## config.mk

```make
export PLATFORM = sky130hd
export DESIGN_NAME = manchester_frame_scheduler
export DESIGN_NICKNAME = d
export VERILOG_FILES = /design/src/rtl/manchester_tx_pkg.sv /design/src/rtl/manchester_encoder.sv /design/src/rtl/manchester_frame_scheduler.sv
export SDC_FILE = /design/constraint.sdc
export NUM_CORES = 1
export LEC_CHECK = 0
export ABC_CLOCK_PERIOD_IN_PS = 1710
export CAP_MARGIN = 20
export CORE_ASPECT_RATIO = 1.2
export CORE_UTILIZATION = 48
export CTS_CLUSTER_SIZE = 30
export DETAILED_ROUTE_END_ITERATION = 7
export PLACE_DENSITY_LB_ADDON = 0.12
export SYNTH_ARGS = -nofsm -noshare
export SYNTH_HDL_FRONTEND = slang
export SYNTH_SLANG_ARGS = --single-unit
```

## constraint.sdc

```tcl
create_clock -name clk_div -period 1.71 [get_ports clk_div]
set_clock_uncertainty 0.05 [all_clocks]
set_input_delay 0.2565 -clock clk_div [delete_from_list [all_inputs] [get_ports clk_div]]
set_output_delay 0.2565 -clock clk_div [all_outputs]
set_load 0.05 [all_outputs]
```

## src/rtl/manchester_tx_pkg.sv

```systemverilog
// Shared types and constants for the Manchester frame transmitter.
package manchester_tx_pkg;

   typedef enum logic [2:0] {
      ST_IDLE,
      ST_PREAMBLE,
      ST_SFD,
      ST_PAYLOAD,
      ST_GAP
   } state_t;

   localparam logic [7:0] PREAMBLE_BYTE = 8'hAA;
   localparam int         SYMBOL_W      = 16;

endpackage

```

## src/rtl/manchester_encoder.sv

```systemverilog
// Combinational byte-to-symbol Manchester encoder, MSB first: 1 -> 10, 0 -> 01.
module manchester_encoder
   import manchester_tx_pkg::*;
(
   input  logic [7:0]          data,
   output logic [SYMBOL_W-1:0] symbol
);

   always_comb begin
      symbol = '0;
      for (int i = 0; i < 8; i++) begin
         symbol[2*i +: 2] = data[i] ? 2'b10 : 2'b01;
      end
   end

endmodule

```

## src/rtl/manchester_frame_scheduler.sv

```systemverilog
// Frame sequencer feeding the 8:1 OSERDES: preamble, SFD, streamed payload, idle gap.
// state       | meaning
// ST_IDLE     | line idle, waiting for enable && s_tvalid
// ST_PREAMBLE | sending PREAMBLE_BYTES symbols of 0xAA
// ST_SFD      | sending the start-of-frame delimiter symbol
// ST_PAYLOAD  | one source byte per symbol until tlast or underrun
// ST_GAP      | GAP_WORDS idle words before a new frame may start
module manchester_frame_scheduler
   import manchester_tx_pkg::*;
#(
   parameter int         PREAMBLE_BYTES = 2,
   parameter logic [7:0] SFD            = 8'hD5,
   parameter int         GAP_WORDS      = 4,
   parameter logic [7:0] IDLE_WORD      = 8'h00
) (
   input  logic       clk_div,
   input  logic       aresetn,
   input  logic       enable,
   input  logic [7:0] s_tdata,
   input  logic       s_tvalid,
   input  logic       s_tlast,
   output logic       s_tready,
   output logic [7:0] serdes_word,
   output logic       frame_active,
   output logic       underrun
);

   localparam logic [7:0] PRE_LAST = 8'(PREAMBLE_BYTES - 1);
   localparam logic [7:0] GAP_LAST = 8'(GAP_WORDS - 1);

   state_t              state, state_nxt;
   logic                phase, phase_nxt;
   logic [7:0]          cnt, cnt_nxt;
   logic                last_q, last_nxt;
   logic [7:0]          lo_half;
   logic [7:0]          sel_byte;
   logic [SYMBOL_W-1:0] symbol;
   logic [7:0]          word_nxt;
   logic                active_nxt;
   logic                underrun_nxt;

   always_comb begin
      case (state)
         ST_PREAMBLE: sel_byte = PREAMBLE_BYTE;
         ST_SFD:      sel_byte = SFD;
         default:     sel_byte = s_tdata;
      endcase
   end

   manchester_encoder u_enc (
      .data   (sel_byte),
      .symbol (symbol)
   );

   assign s_tready = (state == ST_PAYLOAD) && !phase;

   always_ff @(posedge clk_div or negedge aresetn) begin
      if (!aresetn) begin
         state        <= ST_IDLE;
         phase        <= 1'b0;
         cnt          <= '0;
         last_q       <= 1'b0;
         lo_half      <= '0;
         serdes_word  <= IDLE_WORD;
         frame_active <= 1'b0;
         underrun     <= 1'b0;
      end else begin
         state        <= state_nxt;
         phase        <= phase_nxt;
         cnt          <= cnt_nxt;
         last_q       <= last_nxt;
         if (!phase) lo_half <= symbol[7:0];
         serdes_word  <= word_nxt;
         frame_active <= active_nxt;
         underrun     <= underrun_nxt;
      end
   end

   always_comb begin
      state_nxt = state;
      phase_nxt = phase;
      cnt_nxt   = cnt;
      last_nxt  = last_q;
      case (state)
         ST_IDLE: begin
            phase_nxt = 1'b0;
            if (enable && s_tvalid) begin
               state_nxt = ST_PREAMBLE;
               cnt_nxt   = PRE_LAST;
            end
         end
         ST_PREAMBLE: begin
            phase_nxt = ~phase;
            if (phase) begin
               if (cnt == '0) state_nxt = ST_SFD;
               else           cnt_nxt   = cnt - 8'd1;
            end
         end
         ST_SFD: begin
            phase_nxt = ~phase;
            if (phase) state_nxt = ST_PAYLOAD;
         end
         ST_PAYLOAD: begin
            if (!phase) begin
               if (s_tvalid) begin
                  phase_nxt = 1'b1;
                  last_nxt  = s_tlast;
               end else begin
                  state_nxt = ST_GAP;
                  cnt_nxt   = GAP_LAST;
               end
            end else begin
               phase_nxt = 1'b0;
               if (last_q) begin
                  state_nxt = ST_GAP;
                  cnt_nxt   = GAP_LAST;
               end
            end
         end
         ST_GAP: begin
            phase_nxt = 1'b0;
            if (cnt == '0) state_nxt = ST_IDLE;
            else           cnt_nxt   = cnt - 8'd1;
         end
         default: begin
            state_nxt = ST_IDLE;
            phase_nxt = 1'b0;
         end
      endcase
   end

   // Phase 0 puts the high half on the line, phase 1 the half latched a cycle earlier.
   always_comb begin
      word_nxt     = IDLE_WORD;
      active_nxt   = 1'b0;
      underrun_nxt = 1'b0;
      case (state)
         ST_PREAMBLE, ST_SFD: begin
            active_nxt = 1'b1;
            word_nxt   = phase ? lo_half : symbol[15:8];
         end
         ST_PAYLOAD: begin
            if (phase) begin
               active_nxt = 1'b1;
               word_nxt   = lo_half;
            end else if (s_tvalid) begin
               active_nxt = 1'b1;
               word_nxt   = symbol[15:8];
            end else begin
               underrun_nxt = 1'b1;
            end
         end
         default: ;
      endcase
   end

endmodule

```

### After elaboration in Yosys (flattened, before gate mapping)

Index checks and enable logic that the tools add are counted.

* flip-flop bits (word level): 31
* output and inout bits: 11
* word-level logic and storage cells: 68

* $add $sub $neg: 1
* eq/ne operators: 11
* muxes and demuxes: 37
* bitwise operators: 1
* reduce and logical (&&, ||, !) cells: 10

Operator list (number)
* $mux 8: 9
* $pmux 8 s2: 2
* $pmux 8 s4: 1
* $mux 3: 8
* $mux 2: 8
* $pmux 3 s5: 1
* $ne 2x2->1 const B: 5
* $logic_not 8->1: 1
* $sub 8x1->8 const B: 1
* $reduce_and 7->1: 1
* $eq 3x2->1 const B: 2
* $mux 1: 6
* $ne 3x3->1 const B: 2
* $reduce_and 5->1: 1
* $pmux 1 s2: 2
* $reduce_bool 4->1: 1
* $eq 3x1->1 const B: 1
* $eq 3x3->1 const B: 1
* $logic_not 3->1: 1
* $reduce_and 3->1: 1
* $logic_and 1x1->1: 2
* $reduce_or 2->1: 1
* $logic_not 1->1: 1
* $not 1->1: 1

### Logic depth before layout (Yosys ltp)

* depth in word-level cells: 6
* depth in mapped cells: 6
* depth with buffers taken out: 5

### By module

From an unflattened synthesis, not the netlist that was laid out.

* cells, all modules: 198
* area, all modules: 1750.4 um^2

By module, submodules not included
* manchester_frame_scheduler: times used 1, cells each 182, area each 1660.3 um^2, seq. area each 775.7 um^2
* manchester_encoder: times used 1, cells each 16, area each 90.1 um^2, seq. area each 0.0 um^2

### Worst setup path after synthesis

OpenSTA, ideal clock, no wires.

* path kind: register to register
* start: register phase
* end: register last_q
* data arrival time: 1.786 ns
* setup slack: -0.251 ns
* cell stages (with the launch flop): 6
* buffers on the path: 1
* clock period less this slack: 1.961 ns
* cells stage by stage: dfrtp_1 -> buf_6 -> nand2b_1 -> nor2_1 -> nand2_1 -> mux2_2

* word-level cells in the longest chain between the ends: 2

Ends and longest elaborated chain
* from (decl): RTL line manchester_frame_scheduler.sv:32 `logic phase, phase_nxt;`
* from (signal assigned): RTL line manchester_frame_scheduler.sv:69 `phase <= phase_nxt;`
* $not 1->1 (no source line)
* $reduce_and 3->1 (no source line)
* to (signal assigned): RTL line manchester_frame_scheduler.sv:71 `last_q <= last_nxt;`
* to (decl): RTL line manchester_frame_scheduler.sv:34 `logic last_q, last_nxt;`

Every way passes these cells.
A chain may end at the register's enable or synchronous reset.

### Worst setup path in the final report

* start: register state[0]
* end: register cnt[0]

* word-level cells in the longest chain between the ends: 3

Ends and longest elaborated chain
* from (decl): RTL line manchester_frame_scheduler.sv:31 `state_t state, state_nxt;`
* from (signal assigned): RTL line manchester_frame_scheduler.sv:68 `state <= state_nxt;`
* $eq 3x2->1 (tied with other cells): RTL line manchester_frame_scheduler.sv:84 `case (state)`
* $ne 3x3->1 (no source line) (tied with other cells)
* $reduce_and 5->1 (no source line)
* to (signal assigned): RTL line manchester_frame_scheduler.sv:70 `cnt <= cnt_nxt;`
* to (decl): RTL line manchester_frame_scheduler.sv:33 `logic [7:0] cnt, cnt_nxt;`

Several ways; a longest one is shown, not always the timed one.

==> impl_results.md <==
- Cell type with the highest aggregate area in the netlist: dfrtp_1
- Required time reported for the critical path endpoint: 1.87 ns
- Clk buf depth: 2
- Synthesis warning total: 0
- Synth area leaders: dfrtp_1 (48%), o21ai_0 (4.0%), a21oi_1 (3.7%), nor2_1 (3.5%), nand2_1 (3.0%)
- Pre-CTS worst setup slack: -0.383 ns
- Number of I/O port buffers: 23
- Outcome: finished, violations left
- Final cycle utilization of the critical path: 108%
- Fin crit period: 1.84 ns
- Kind of end point of the critical path: flip-flop
- Share of synthesized flip-flops with an asynchronous set or reset: 100%
- Util after Layout: 71.0%
- Final number of setup-violating endpoints: 5
- Detailed-route DRC error count: 0
- Relative contribution of sequential cells to total power: 25.4%
- Top FF cell, synth: dfrtp_1
- Clock network power share: 8.3%
- Final weighted congestion of routability-driven global placement: 0.936
- Internal power: 2.77 mW
- Post-Route M1 WL: 1670 um
- Initial cell density of the core: 51.2%
- Vertical die dimension: 65.4 um
- Commonest cells after routing, fill and taps aside: buf_4 (41), dfrtp_1 (28), o21ai_0 (13), nor2_1 (13)
- First-pass iteration count of the detailed router: 4
- Final HPWL DP: 2870 um
- Met2 routed wirelength: 2130 um
- Placed cell areas: 0.00206 mm^2
- Hold violation count in the final report: 0
- TritonCTS Buffers: 5
- Total power per unit cell area: 2250 mW/mm^2
- Worst Max-Slew Pin Slew: 0.451 ns
- Critical-path cell list: nor2b_4, o2111a_2, or4b_4, mux2_4
- Count of buffering cells on the critical path with inverters included: 0
- Vias in the first global route: 1432
- Most common cell after layout, fill and taps aside: buf_4
- Total Routing Usage GR: 24.9%
- Critical setup path kind: reg -> reg
- Antenna cell count: 0
- Number of synthesized flops with an enable pin: 0
- Number of levels in the clock H-tree: 2
- Power dissipated by switching net loads: 2.25 mW
- LEAKAGE: 1.02 nW
- Max-capacitance violation count: 0
- Summed negative setup slack over all endpoints: -0.181 ns
- Count of cell types in the netlist: 46
- Pin count of the biggest net entering global routing: 32
- I/O pin count: 24
- Sequential element share of the synthesized area: 48.2%
- Tightest slew margin relative to the limit: 69.6%
- Cell type of the slowest stage on the worst timing path: or4b_4
- Worst-case vdd ir drop: 1.47 mV
- Clock tree from TritonCTS: yes
- Combinational power share: 66.3%
- Cells after Synth: 161
- Detailed-routed wire length on met3: 134 um
- Wire length of the first global-routing pass: 6320 um
- Uppermost metal layer occupied by signal nets: met4
- Post-Synthesis Net Count: 176
- Type of the most critical hold path: in -> async
- Post-layout nets: 234
- Hold-fix buffer count after cts: 0
- Synthesis-to-layout area growth: 38.5%
- CP startpoint kind: flip-flop
- Final Max Tran Viols: 0
- Die Footprint: 0.00359 mm^2
- Post-synthesis sequential element count: 31
- Via count: 1466
- Core Footprint: 0.00314 mm^2
- Cell area after synthesis: 0.00161 mm^2
- Proportion of netlist area held by the largest area contributor: 48.2%
- Share of total power consumed by net switching: 44.9%
- GR Overflow Total: 0
- Final worst slack: -0.131 ns
- Clk slew on worst S/H paths: 0.11 ns
- Highest Clock Rate: 0.543 GHz
- Average vias per placed instance: 5.73
- Failing checks: setup timing
- RSZ-0062 raised after global routing: yes
- Clk sink count: 31
- Iteration-0 DRC Markers: 36
- Post-route cell area: 0.00223 mm^2
- Number of antenna violations at the first check in global routing: 0
- Library cell used as clock root buffer: clkbuf_4
- Largest delay share family, worst path: simple AND/OR/NAND/NOR gates
- Share of layout cells above drive strength 1: 37.3%
- Stage delay of the slowest cell on the critical path: 0.53 ns
- Standard-cell row count: 22
- Arrival time of the worst setup path: 2.00 ns
- Overall die width: 54.8 um
- Final Routed Wirelength: 3970 um
- Average wire per cell in the routed design: 15.5 um
- Remaining number of nets flagged by the antenna check after routing: 0
- Post-synthesis area per instance: 9.99 um^2
- Latest clock arrival within the worst-skew pair: 0.33 ns
- Highest fanout seen on the critical path: 5
-- layer usage --
| metal | GRT usage [%] | up-vias |
|---|---|---|
| li1 | - | 699 |
| met3 | 7.18 | 4 |
| met5 | 0 | - |
| met1 | 29.0 | 731 |
| met2 | 42.0 | 32 |
| met4 | 8.65 | 0 |
-- area by class of cell --
cell class | instances | area (um^2)
clock buffers | 5 | 37.5
fillers | 235 | 911
multi-input cells | 115 | 820
repair buffers | 59 | 504
clock inverters | 3 | 15.0
well taps | 36 | 45.0
inverters | 7 | 26.3
flip-flops and latches | 31 | 779
-- worst paths after layout --
check | start | slack [ns] | depth (start not counted) | end
worst max-delay path | state[0] | -0.13 | 4 | cnt[0]
worst min-delay path | aresetn | 0.26 | 2 | cnt[1]
worst max register to register | state[0] | -0.13 | 4 | cnt[0]
worst min register to register | lo_half[7] | 0.45 | 1 | lo_half[7]
max in group asynchronous | aresetn | 1.04 | 2 | state[0]
min in group clk_div | s_tdata[5] | 0.43 | 3 | serdes_word[3]
-- timing repair --
item,CTS,global route
setup endpoints to repair,7,18
pin swaps,3,5
gates resized for setup,8,13
buffers inserted,3,1
endpoints found under the hold margin,0,0
-- worst register-to-register path, stage by stage, from the launching register on --
cell and delay [ns]:
dfrtp_2 0.46, nor2b_4 0.14, o2111a_2 0.28, or4b_4 0.53, mux2_4 0.28
-- cell families (layout without fill, tap and decap cells) --
group	after synthesis	after routing	synth area share, %
adders and majority gates	2	2	1.56
DFF	31	31	48.2
and+or+nand+nor	60	60	20.5
AOI/OAI and AO/OA	49	49	21.6
muxes	3	3	2.33
xor gates and xnor gates	1	1	0.545
buffers and inverters	15	74	5.14
-- cells in the mapped netlist, types with 2 or more instances --
cell type  instances
nor3_1             6
nand2_1           13
buf_6              3
nand3_1            2
nand2b_1           3
or3_1              3
clkbuf_1           4
o41ai_1            3
mux2_2             2
nor3b_1            4
o31ai_1            3
a32o_1             2
a211o_1            4
dfrtp_1           31
ha_1               2
o21ai_0           13
nor2_1            15
o22ai_1            2
a21oi_1           12
nor2b_1            2
inv_1              7
-- flip-flops by register name (all words and copies together) (netlist names) --
register      count
phase             1
frame_active      1
state             3
serdes_word       8
lo_half           8
underrun          1
cnt               8
last_q            1
-- through the flow --
stage	instances	power (mW)	hold slack (ns)
finish	256	5.02	0.259
global route	256	5.37	0.291
CTS	255	4.83	0.266
detailed placement	244	4.29	0.430
global placement	244	4.18	0.417
floorplan	161	3.19	-0.0891
-- power groups by stage --
| stage | combinational, mW | clock (mW) | sequential, mW |
|---|---|---|---|
| after CTS | 3.15 | 0.423 | 1.26 |
| after global routing | 3.59 | 0.464 | 1.32 |
| after floorplan | 1.64 | 0 | 1.55 |
| after global placement | 2.93 | 0 | 1.26 |
| final | 3.33 | 0.417 | 1.28 |
| after detailed placement | 3.02 | 0 | 1.27 |
(Power assumes the default switching activity.)
